File: src/rtl/hdmi_cfg_sequencer_if.sv
// Command/response channel between the ADV7511 configuration sequencer and the shared I2C master.
interface hdmi_cfg_sequencer_if;
    logic       cmd_valid;
    logic       cmd_ready;
    logic [6:0] cmd_dev;
    logic [7:0] cmd_reg;
    logic [7:0] cmd_data;
    logic       rsp_valid;
    logic       rsp_nack;

    modport master (
        output cmd_valid, cmd_dev, cmd_reg, cmd_data,
        input  cmd_ready, rsp_valid, rsp_nack
    );

    modport slave (
        input  cmd_valid, cmd_dev, cmd_reg, cmd_data,
        output cmd_ready, rsp_valid, rsp_nack
    );
endinterface

File: src/rtl/hdmi_cfg_sequencer.sv
// ADV7511 bring-up: waits for hot-plug and power-up delay, writes a fixed register table over
// the I2C command channel with NACK/timeout retries, and releases the video path when done.
module hdmi_cfg_sequencer #(
    parameter logic [6:0]  DEV_ADDR      = 7'h39,
    parameter logic [23:0] POWERUP_DELAY = 24'd14_850_000,
    parameter logic [19:0] RSP_TIMEOUT   = 20'd750_000,
    parameter logic [15:0] RETRY_GAP     = 16'd7_425,
    parameter logic [1:0]  MAX_RETRIES   = 2'd3
) (
    input  logic                 clk_in,
    input  logic                 reset_n,
    input  logic                 hpd,
    hdmi_cfg_sequencer_if.master i2c,
    output logic                 video_reset,
    output logic                 config_done,
    output logic                 config_error,
    output logic [2:0]           state_dbg
);

    typedef enum logic [2:0] {
        WAIT_HPD   = 3'd0,
        POWER_WAIT = 3'd1,
        ISSUE      = 3'd2,
        WAIT_RSP   = 3'd3,
        RETRY      = 3'd4,
        DONE       = 3'd5,
        ERROR      = 3'd6
    } state_t;

    localparam logic [23:0] PWR_LAST   = POWERUP_DELAY - 24'd1;
    localparam logic [23:0] TMO_LAST   = {4'd0, RSP_TIMEOUT} - 24'd1;
    localparam logic [23:0] GAP_LAST   = {8'd0, RETRY_GAP} - 24'd1;
    localparam logic [3:0]  LAST_INDEX = 4'd12;

    function automatic logic [15:0] table_entry(input logic [3:0] idx);
        case (idx)
            4'd0:    return 16'h4110;
            4'd1:    return 16'h9803;
            4'd2:    return 16'h9AE0;
            4'd3:    return 16'h9C30;
            4'd4:    return 16'h9D61;
            4'd5:    return 16'hA2A4;
            4'd6:    return 16'hA3A4;
            4'd7:    return 16'hE0D0;
            4'd8:    return 16'hF900;
            4'd9:    return 16'h1500;
            4'd10:   return 16'h1630;
            4'd11:   return 16'h1702;
            4'd12:   return 16'hAF06;
            default: return 16'h0000;
        endcase
    endfunction

    state_t      state;
    state_t      next_state;
    logic [3:0]  index;
    logic [3:0]  next_index;
    logic [1:0]  retry;
    logic [1:0]  next_retry;
    logic [23:0] cnt;
    logic [23:0] cnt_last;
    logic        hpd_meta;
    logic        hpd_sync;
    logic        hpd_lost;
    logic        unplug;
    logic [7:0]  cmd_reg_q;
    logic [7:0]  cmd_data_q;

    always_ff @(posedge clk_in or negedge reset_n) begin
        if (!reset_n) begin
            hpd_meta <= 1'b0;
            hpd_sync <= 1'b0;
        end else begin
            hpd_meta <= hpd;
            hpd_sync <= hpd_meta;
        end
    end

    // An unplug seen mid-transaction is remembered so the transaction can finish first.
    always_ff @(posedge clk_in or negedge reset_n) begin
        if (!reset_n) begin
            hpd_lost <= 1'b0;
        end else if (state == WAIT_HPD) begin
            hpd_lost <= 1'b0;
        end else if (!hpd_sync && (state == ISSUE || state == WAIT_RSP || state == RETRY)) begin
            hpd_lost <= 1'b1;
        end
    end

    assign unplug = hpd_lost | ~hpd_sync;

    always_ff @(posedge clk_in or negedge reset_n) begin
        if (!reset_n) begin
            state      <= WAIT_HPD;
            index      <= 4'd0;
            retry      <= 2'd0;
            cnt        <= 24'd0;
            cmd_reg_q  <= 8'h00;
            cmd_data_q <= 8'h00;
        end else begin
            state <= next_state;
            index <= next_index;
            retry <= next_retry;
            if (next_state != state) begin
                cnt <= 24'd0;
            end else if (cnt != cnt_last) begin
                cnt <= cnt + 24'd1;
            end
            if (next_state == ISSUE) begin
                {cmd_reg_q, cmd_data_q} <= table_entry(next_index);
            end
        end
    end

    always_comb begin
        next_state = state;
        next_index = index;
        next_retry = retry;
        cnt_last   = 24'd0;
        case (state)
            WAIT_HPD: begin
                if (hpd_sync) begin
                    next_state = POWER_WAIT;
                end
            end
            POWER_WAIT: begin
                cnt_last = PWR_LAST;
                if (!hpd_sync) begin
                    next_state = WAIT_HPD;
                end else if (cnt == PWR_LAST) begin
                    next_state = ISSUE;
                    next_index = 4'd0;
                    next_retry = 2'd0;
                end
            end
            ISSUE: begin
                if (i2c.cmd_ready) begin
                    next_state = WAIT_RSP;
                end
            end
            WAIT_RSP: begin
                cnt_last = TMO_LAST;
                // A response landing on the timeout cycle takes priority over the timeout.
                if (i2c.rsp_valid && !i2c.rsp_nack) begin
                    if (unplug) begin
                        next_state = WAIT_HPD;
                    end else if (index == LAST_INDEX) begin
                        next_state = DONE;
                    end else begin
                        next_state = ISSUE;
                        next_index = index + 4'd1;
                        next_retry = 2'd0;
                    end
                end else if (i2c.rsp_valid || cnt == TMO_LAST) begin
                    if (unplug) begin
                        next_state = WAIT_HPD;
                    end else if (retry < MAX_RETRIES) begin
                        next_state = RETRY;
                        next_retry = retry + 2'd1;
                    end else begin
                        next_state = ERROR;
                    end
                end
            end
            RETRY: begin
                cnt_last = GAP_LAST;
                if (unplug) begin
                    next_state = WAIT_HPD;
                end else if (cnt == GAP_LAST) begin
                    next_state = ISSUE;
                end
            end
            DONE, ERROR: begin
                if (!hpd_sync) begin
                    next_state = WAIT_HPD;
                end
            end
            default: begin
                next_state = WAIT_HPD;
            end
        endcase
    end

    assign i2c.cmd_valid = (state == ISSUE);
    assign i2c.cmd_dev   = DEV_ADDR;
    assign i2c.cmd_reg   = cmd_reg_q;
    assign i2c.cmd_data  = cmd_data_q;
    assign video_reset   = (state != DONE);
    assign config_done   = (state == DONE);
    assign config_error  = (state == ERROR);
    assign state_dbg     = state;

endmodule

File: src/flat_wrapper.sv
// flat-port wrapper written by rule: the top's interface ports become plain ports
module hdmi_cfg_sequencer_flat 
#(
    parameter logic [6:0]  DEV_ADDR      = 7'h39,
    parameter logic [23:0] POWERUP_DELAY = 24'd14_850_000,
    parameter logic [19:0] RSP_TIMEOUT   = 20'd750_000,
    parameter logic [15:0] RETRY_GAP     = 16'd7_425,
    parameter logic [1:0]  MAX_RETRIES   = 2'd3
)
  (clk_in, reset_n, hpd, video_reset, config_done, config_error, state_dbg, i2c_cmd_valid, i2c_cmd_dev, i2c_cmd_reg, i2c_cmd_data, i2c_cmd_ready, i2c_rsp_valid, i2c_rsp_nack);
  hdmi_cfg_sequencer_if i2c_i ();
  input  logic clk_in;
  input  logic reset_n;
  input  logic hpd;
  output logic video_reset;
  output logic config_done;
  output logic config_error;
  output logic [2:0] state_dbg;
  output wire logic [$bits(i2c_i.cmd_valid)-1:0] i2c_cmd_valid;
  output wire logic [$bits(i2c_i.cmd_dev)-1:0] i2c_cmd_dev;
  output wire logic [$bits(i2c_i.cmd_reg)-1:0] i2c_cmd_reg;
  output wire logic [$bits(i2c_i.cmd_data)-1:0] i2c_cmd_data;
  input wire logic [$bits(i2c_i.cmd_ready)-1:0] i2c_cmd_ready;
  input wire logic [$bits(i2c_i.rsp_valid)-1:0] i2c_rsp_valid;
  input wire logic [$bits(i2c_i.rsp_nack)-1:0] i2c_rsp_nack;
  assign i2c_cmd_valid = i2c_i.cmd_valid;
  assign i2c_cmd_dev = i2c_i.cmd_dev;
  assign i2c_cmd_reg = i2c_i.cmd_reg;
  assign i2c_cmd_data = i2c_i.cmd_data;
  assign i2c_i.cmd_ready = i2c_cmd_ready;
  assign i2c_i.rsp_valid = i2c_rsp_valid;
  assign i2c_i.rsp_nack = i2c_rsp_nack;
  hdmi_cfg_sequencer #(.DEV_ADDR(DEV_ADDR), .POWERUP_DELAY(POWERUP_DELAY), .RSP_TIMEOUT(RSP_TIMEOUT), .RETRY_GAP(RETRY_GAP), .MAX_RETRIES(MAX_RETRIES)) u_core (.clk_in(clk_in), .reset_n(reset_n), .hpd(hpd), .i2c(i2c_i), .video_reset(video_reset), .config_done(config_done), .config_error(config_error), .state_dbg(state_dbg));
endmodule
File: config.mk
export PLATFORM = sky130hd
export DESIGN_NAME = hdmi_cfg_sequencer_flat
export DESIGN_NICKNAME = d
export VERILOG_FILES = /design/src/rtl/hdmi_cfg_sequencer_if.sv /design/src/rtl/hdmi_cfg_sequencer.sv /design/src/flat_wrapper.sv
export SDC_FILE = /design/constraint.sdc
export NUM_CORES = 1
export LEC_CHECK = 0
export BUFFER_PORTS_ARGS = -buffer_cell sky130_fd_sc_hd__clkbuf_2
export CAP_MARGIN = 20
export CORE_MARGIN = 4
export CORE_UTILIZATION = 50
export DETAILED_ROUTE_END_ITERATION = 8
export MAX_ROUTING_LAYER = met4
export PLACE_DENSITY = 0.75
export SETUP_SLACK_MARGIN = 0.15
export SKIP_CTS_REPAIR_TIMING = 1
export SLEW_MARGIN = 20
export SYNTH_ARGS = -nofsm -noshare
export SYNTH_HDL_FRONTEND = slang
export SYNTH_SLANG_ARGS = --single-unit
export TNS_END_PERCENT = 100
File: constraint.sdc
create_clock -name clk_in -period 3.9 [get_ports clk_in]
set_input_delay 0.39 -clock clk_in [delete_from_list [all_inputs] [get_ports clk_in]]
set_output_delay 0.39 -clock clk_in [all_outputs]
set_load 0.01 [all_outputs]
=== Word-level counts from Yosys, hierarchy flattened ===
Memories as Yosys holds them, arrays and structs flattened. A register that Yosys moved wholly into a read port is not among the register bits.
Index checks and enable logic that the tools add are counted.

* Add/sub/neg operators: 3
* $lt $le $gt $ge: 1
* Eq/ne operators: 20
* Mux-type cells: 34
* Bitwise operators: 2
* Reductions and logical operators: 14

{| class="wikitable"
|+ Operators by type and width
! kind !! number
|-
| case mux 24 bit (3 select lines) || 1
|-
| 2-to-1 mux 24 bit || 2
|-
| 2-to-1 mux 3 bit || 12
|-
| adder 24 x 1 -> 24 bit, second input constant || 1
|-
| == test 24 x 13 -> 1 bit, second input constant || 1
|-
| == test 24 x 20 -> 1 bit, second input constant || 1
|-
| == test 24 bit, second input constant || 1
|-
| != test 24 bit || 1
|-
| 2-to-1 mux 4 bit || 5
|-
| 2-to-1 mux 2 bit || 9
|-
| case mux 3 bit (6 select lines) || 1
|-
| != test 3 bit, second input constant || 4
|-
| == test 3 x 2 -> 1 bit, second input constant || 3
|-
| == test 3 bit, second input constant || 3
|-
| case mux 4 bit (2 select lines) || 1
|-
| AND reduction 7 bit || 1
|-
| nonzero test 2 bit || 3
|-
| adder 4 x 1 -> 4 bit, second input constant || 1
|-
| == test 4 bit, second input constant || 1
|-
| != test 2 x 1 -> 1 bit, second input constant || 2
|-
| case mux 2 bit (2 select lines) || 1
|-
| == test 3 x 1 -> 1 bit, second input constant || 1
|-
| logical NOT 1 bit || 3
|-
| logical NOT 3 bit || 1
|-
| 10 further kinds || 14
|}

* Flip-flop bits (word level): 44
* Memory bits (read-only): 240
* Input bits: 6
* Output and inout bits: 30
* Logic and storage cells: 83
* Memories: 1

{| class="wikitable"
|+ Memories
! memory !! depth !! width !! rd ports !! clocked after memory_dff !! write ports !! line !! text
|-
| (name not given) || 16 || 15 || 1 || 1 || 0 || hdmi_cfg_sequencer.sv:36 || <nowiki>case (idx)</nowiki>
|}

=== Longest topological paths before layout ===
* Depth in word-level cells: 8
* Mapped depth: 13
* Depth with buffers taken out: 12

=== Least setup slack after synthesis ===
No wires, ideal clock.

* Path type: flip-flop to flip-flop
* Start point: register u_core.cnt[13]
* End point: register u_core.cmd_data_q[1] (netlist: u_core.i2c.cmd_data[1])
* Setup time: 0.064 ns
* Data arrival time: 3.061 ns
* Data required time: 3.836 ns
* Path slack: 0.775 ns
* Cell stages (with the launch flop): 13
* Buffers on the path: 1
* Period minus slack after synthesis: 3.125 ns
* Path through: dfrtp_1 -> buf_6 -> or4_1 -> or4_4 -> nor4_4 -> o21ai_1 -> inv_1 -> ha_1 -> inv_1 -> nor3_1 -> a21oi_1 -> o2bb2ai_1 -> mux2_4

* Elaborated cells on any way between the ends: 15
* Those cells by class: 4 x eq/ne; 10 x mux; 1 x reduce/logical

{| class="wikitable"
|+ RTL lines
! element !! line !! text
|-
| start: declaration || hdmi_cfg_sequencer.sv:60 || <nowiki>logic [23:0] cnt;</nowiki>
|-
| start signal: assignment || hdmi_cfg_sequencer.sv:107 || <nowiki>cnt <= cnt + 24'd1;</nowiki>
|-
| == test 24 bit || hdmi_cfg_sequencer.sv:130 || <nowiki>end else if (cnt == PWR_LAST) begin</nowiki>
|-
| 2-to-1 mux 4 bit || hdmi_cfg_sequencer.sv:130 ||
|-
| 2-to-1 mux 4 bit || hdmi_cfg_sequencer.sv:128 || <nowiki>if (!hpd_sync) begin</nowiki>
|-
| case mux 4 bit (2 select lines) || hdmi_cfg_sequencer.sv:120 || <nowiki>case (state)</nowiki>
|-
| via u_core.next_index[0] || hdmi_cfg_sequencer.sv:57 || <nowiki>logic [3:0] next_index;</nowiki>
|-
| end: declaration || hdmi_cfg_sequencer.sv:67 || <nowiki>logic [7:0] cmd_data_q;</nowiki>
|}

The timed path passes the listed nets, and every way through them passes these cells.
A chain may end at the register's enable or synchronous reset.

=== Worst setup path in the final report ===
* Start point: register u_core.cnt[13]
* End point: register u_core.cmd_data_q[5] (netlist: u_core.i2c.cmd_data[5])

* Cells in the longest elaborated chain, start to end: 6
* Elaborated cells on any way between the ends: 15
* Those cells by class: 4 x eq/ne; 10 x mux; 1 x reduce/logical

{| class="wikitable"
|+ RTL lines
! element !! line !! text
|-
| == test 24 x 20 -> 1 bit || hdmi_cfg_sequencer.sv:154 || <nowiki>end else if (i2c.rsp_valid || cnt == TMO_LAST) begin</nowiki>
|-
| logical OR 1 bit || hdmi_cfg_sequencer.sv:154 ||
|-
| 2-to-1 mux 3 bit || hdmi_cfg_sequencer.sv:154 ||
|-
| 2-to-1 mux 3 bit || hdmi_cfg_sequencer.sv:144 || <nowiki>if (i2c.rsp_valid && !i2c.rsp_nack) begin</nowiki>
|-
| case mux 3 bit (6 select lines) * || hdmi_cfg_sequencer.sv:120 ||
|-
| via u_core.next_state[1] || hdmi_cfg_sequencer.sv:55 || <nowiki>state_t next_state;</nowiki>
|-
| == test 3 x 2 -> 1 bit * || hdmi_cfg_sequencer.sv:109 || <nowiki>if (next_state == ISSUE) begin</nowiki>
|}

Mark *: on every way through the listed nets, which the timed path passes. The rest lies on a longest branch.

==> flow_summary.ini <==
[worst_setup_path]
cp_cell_sequence = or4_1 > or4_4 > nor4_4 > a21oi_1 > nand2_1 > or3b_1 > mux2_1
required_ps = 4100
startpoint_type = flip-flop
reg2reg_from = u_core.cnt[13]
cp_max_fo = 15
regToRegEndpoint = u_core.i2c.cmd_data[5]
end_kind = flip-flop
reg2reg_depth = 7
cp.arrival_ps = 3610
cpMaxStageDelayCell = or3b_1
critPathMaxStageDelay_ps = 680
critPathKind = reg -> reg
rrSetupSlack_ps = 480

[power]
ir_drop_mv = 0.130
p_sw_uw = 232
p_int_uw = 702
sw_frac_of_total_pct = 24.9
power.density_nw_per_um2 = 264
p_total_uw = 935
power_frac_clock_pct = 34.6
power_frac_comb_pct = 6.8
p_leak_uw = 0.00167
pwr-share-seq_pct = 58.6

[drt]
dr_total_vias = 2712
drcViolationCount = 0
wl_met3_um = 413
wl_met1_mm = 3.45
postRouteAntennaNets = 0
dr.pass1.iters = 5
vias_per_cell = 5.90
route.met2.wl_mm = 3.16
wire_per_inst_um = 15.4
routed.top_layer = met4
wl_mm = 7.10
drt-initial-drc-count = 139

[timing]
holdWs_ps = 189
rsz0062_at_grt = no
setup_viol_count_final = 0
fin_crit_sh_pct = 87.6
period_minus_slack_ps = 3420
hold_viol = 0
drv_slew = 0
skew_ps = 12.9
fin_ws_ps = 483
fin_setup_tns_ps = 0
tightestPinTransition_ps = 746
fmax_mhz = 293
timing.slew.headroom_pct = 50.2

[logic_synthesis]
ys_ff_latch = 51
synth_cell_types = 64
netlist.area_leader.share_pct = 38.3
ys.flop_type = dfrtp_1
yosysTopAreaCell = dfrtp_1
synthTopCellsByCount = dfrtp_1 (51), nor2_1 (44), nand2_1 (27)
synth_edf_count = 0
synth-warning-count = 0
yosysMostFrequentCell = dfrtp_1
synth_area_leaders = dfrtp_1 (38%), nor2_1 (5.0%), ha_1 (4.1%)
syn_avg_cell_area_um2 = 9.05
yosysSeqAreaShare_pct = 38.3
netlist_area_um2 = 3330
ys_async_sr_fraction_pct = 100
syn_inst = 368

[cts]
cts_tree = built
cts_buffers = 5
cts_max_level = 2
path_clk_slew_ps = 100
cts_root_buf = clkbuf_8
cts_buffer_depth = 2
insertion_delay_ps = 310
cts.sinks = 51

[placed_design]
post-place-ws_ps = 454
place_area_um2 = 3430
routabilityCongestion = 0.878
io_buffers = 27
dpl.hpwl_mm = 5.17

[status]
outcome = complete, no violations

[final_layout]
fin_nets = 399
area_growth_pct = 6.20
largest_reg_flops = 24
multi_input_area_um2 = 1850
final_area_um2 = 3540
antenna_cells = 0
drive_gt1_share_pct = 15.9
fill_cells = 593
seqCellArea_um2 = 1280

[hold_path]
min_from = hpd
min_path_cells = 1
min_to = u_core.hpd_meta
hold_class = in -> reg

[floorplanning]
rows = 29
die_h_um = 89.6
num_io_pins = 36
die_x_um = 89.6
coreArea_um2 = 6420
dieArea_um2 = 8030
start_util_pct = 51.9

[global_route]
grt_max_degree = 52
grt_pass1_vias = 2547
overflow = 0
grt_pass1_wl_mm = 12.3
gr-usage-all-layers_pct = 20.0
grt_antenna_before_repair = 0

[job]
drv_cap = 0
[cells in the final DEF (no fill, tap or decap), drive strengths merged, types with 6 or more instances in the layout]
cell / count
nand2: 27
inv: 14
xor2: 12
xnor2: 7
mux2: 15
nand3: 20
nor3: 11
mux2i: 8
dfrtp: 51
ha: 11
conb: 8
nand4: 11
clkbuf: 33
nor4: 6
nor2b: 8
a21oi: 9
o21ai: 10
nor2: 45
[worst max-delay path by stage]
stage,end,startpoint,depth (start not counted),slack (ps)
2_1_floorplan,u_core.i2c.cmd_data[1],u_core.cnt[13],12,780
3_3_place_gp,u_core.i2c.cmd_data[1],u_core.cnt[13],11,560
3_5_place_dp,u_core.i2c.cmd_data[1],u_core.cnt[13],11,450
4_1_cts,u_core.i2c.cmd_data[1],u_core.cnt[13],11,450
5_1_grt,u_core.i2c.cmd_data[1],u_core.cnt[0],12,120
6_report,u_core.i2c.cmd_data[5],u_core.cnt[13],7,480
[stage by stage]
| stage | cells | utilization (%) |
|---|---|---|
| after floorplan | 374 | - |
| after global placement | 452 | 53.4 |
| after detailed placement | 452 | 53.4 |
| after CTS | 460 | 54.9 |
| after global routing | 460 | 55.1 |
| final | 460 | 55.1 |
[power by group through the flow]
| stage | combinational (uW) | sequential, uW | clock, uW |
|---|---|---|---|
| 6_report | 63.6 | 548 | 323 |
| 5_1_grt | 73.0 | 550 | 362 |
| 4_1_cts | 64.9 | 547 | 338 |
| 3_5_place_dp | 64.4 | 558 | 0 |
| 3_3_place_gp | 63.2 | 557 | 0 |
| 2_1_floorplan | 47.1 | 554 | 0 |
[logic make-up after synthesis]
logic type                 share of synthesized area [%]
adders and majority gates                           4.13
DFF                                                 38.3
AOI/OAI and AO/OA                                   11.8
buffers and inverters                               7.28
other                                              0.225
muxes                                               8.04
xor gates and xnor gates                            4.99
and+or+nand+nor                                     25.2
[worst max-delay path, delay by kind of cell (launching register included)]
family          cells  cell delay [ps]
simple gates        5             2300
flops               1              470
mux                 1              430
compound gates      1              110
[cell type report]
| cell class | count | share of cell area, % |
|---|---|---|
| clock buffers | 6 | 2.33 |
| clock inverters | 2 | 0.460 |
| inverters | 15 | 1.59 |
| multi-input cells | 278 | 52.2 |
| flip-flops and latches | 51 | 36.1 |
| well taps | 77 | 2.72 |
| repair buffers | 31 | 4.67 |
[per-layer routing]
layer  global-route usage (%)  vias to the layer above
met3                     3.38                        9
met4                     5.68                        0
li1                         -                     1325
met5                        -                        -
met1                     29.0                     1291
met2                     28.7                       87
No activity file was read; power rests on OpenSTA's default activity.
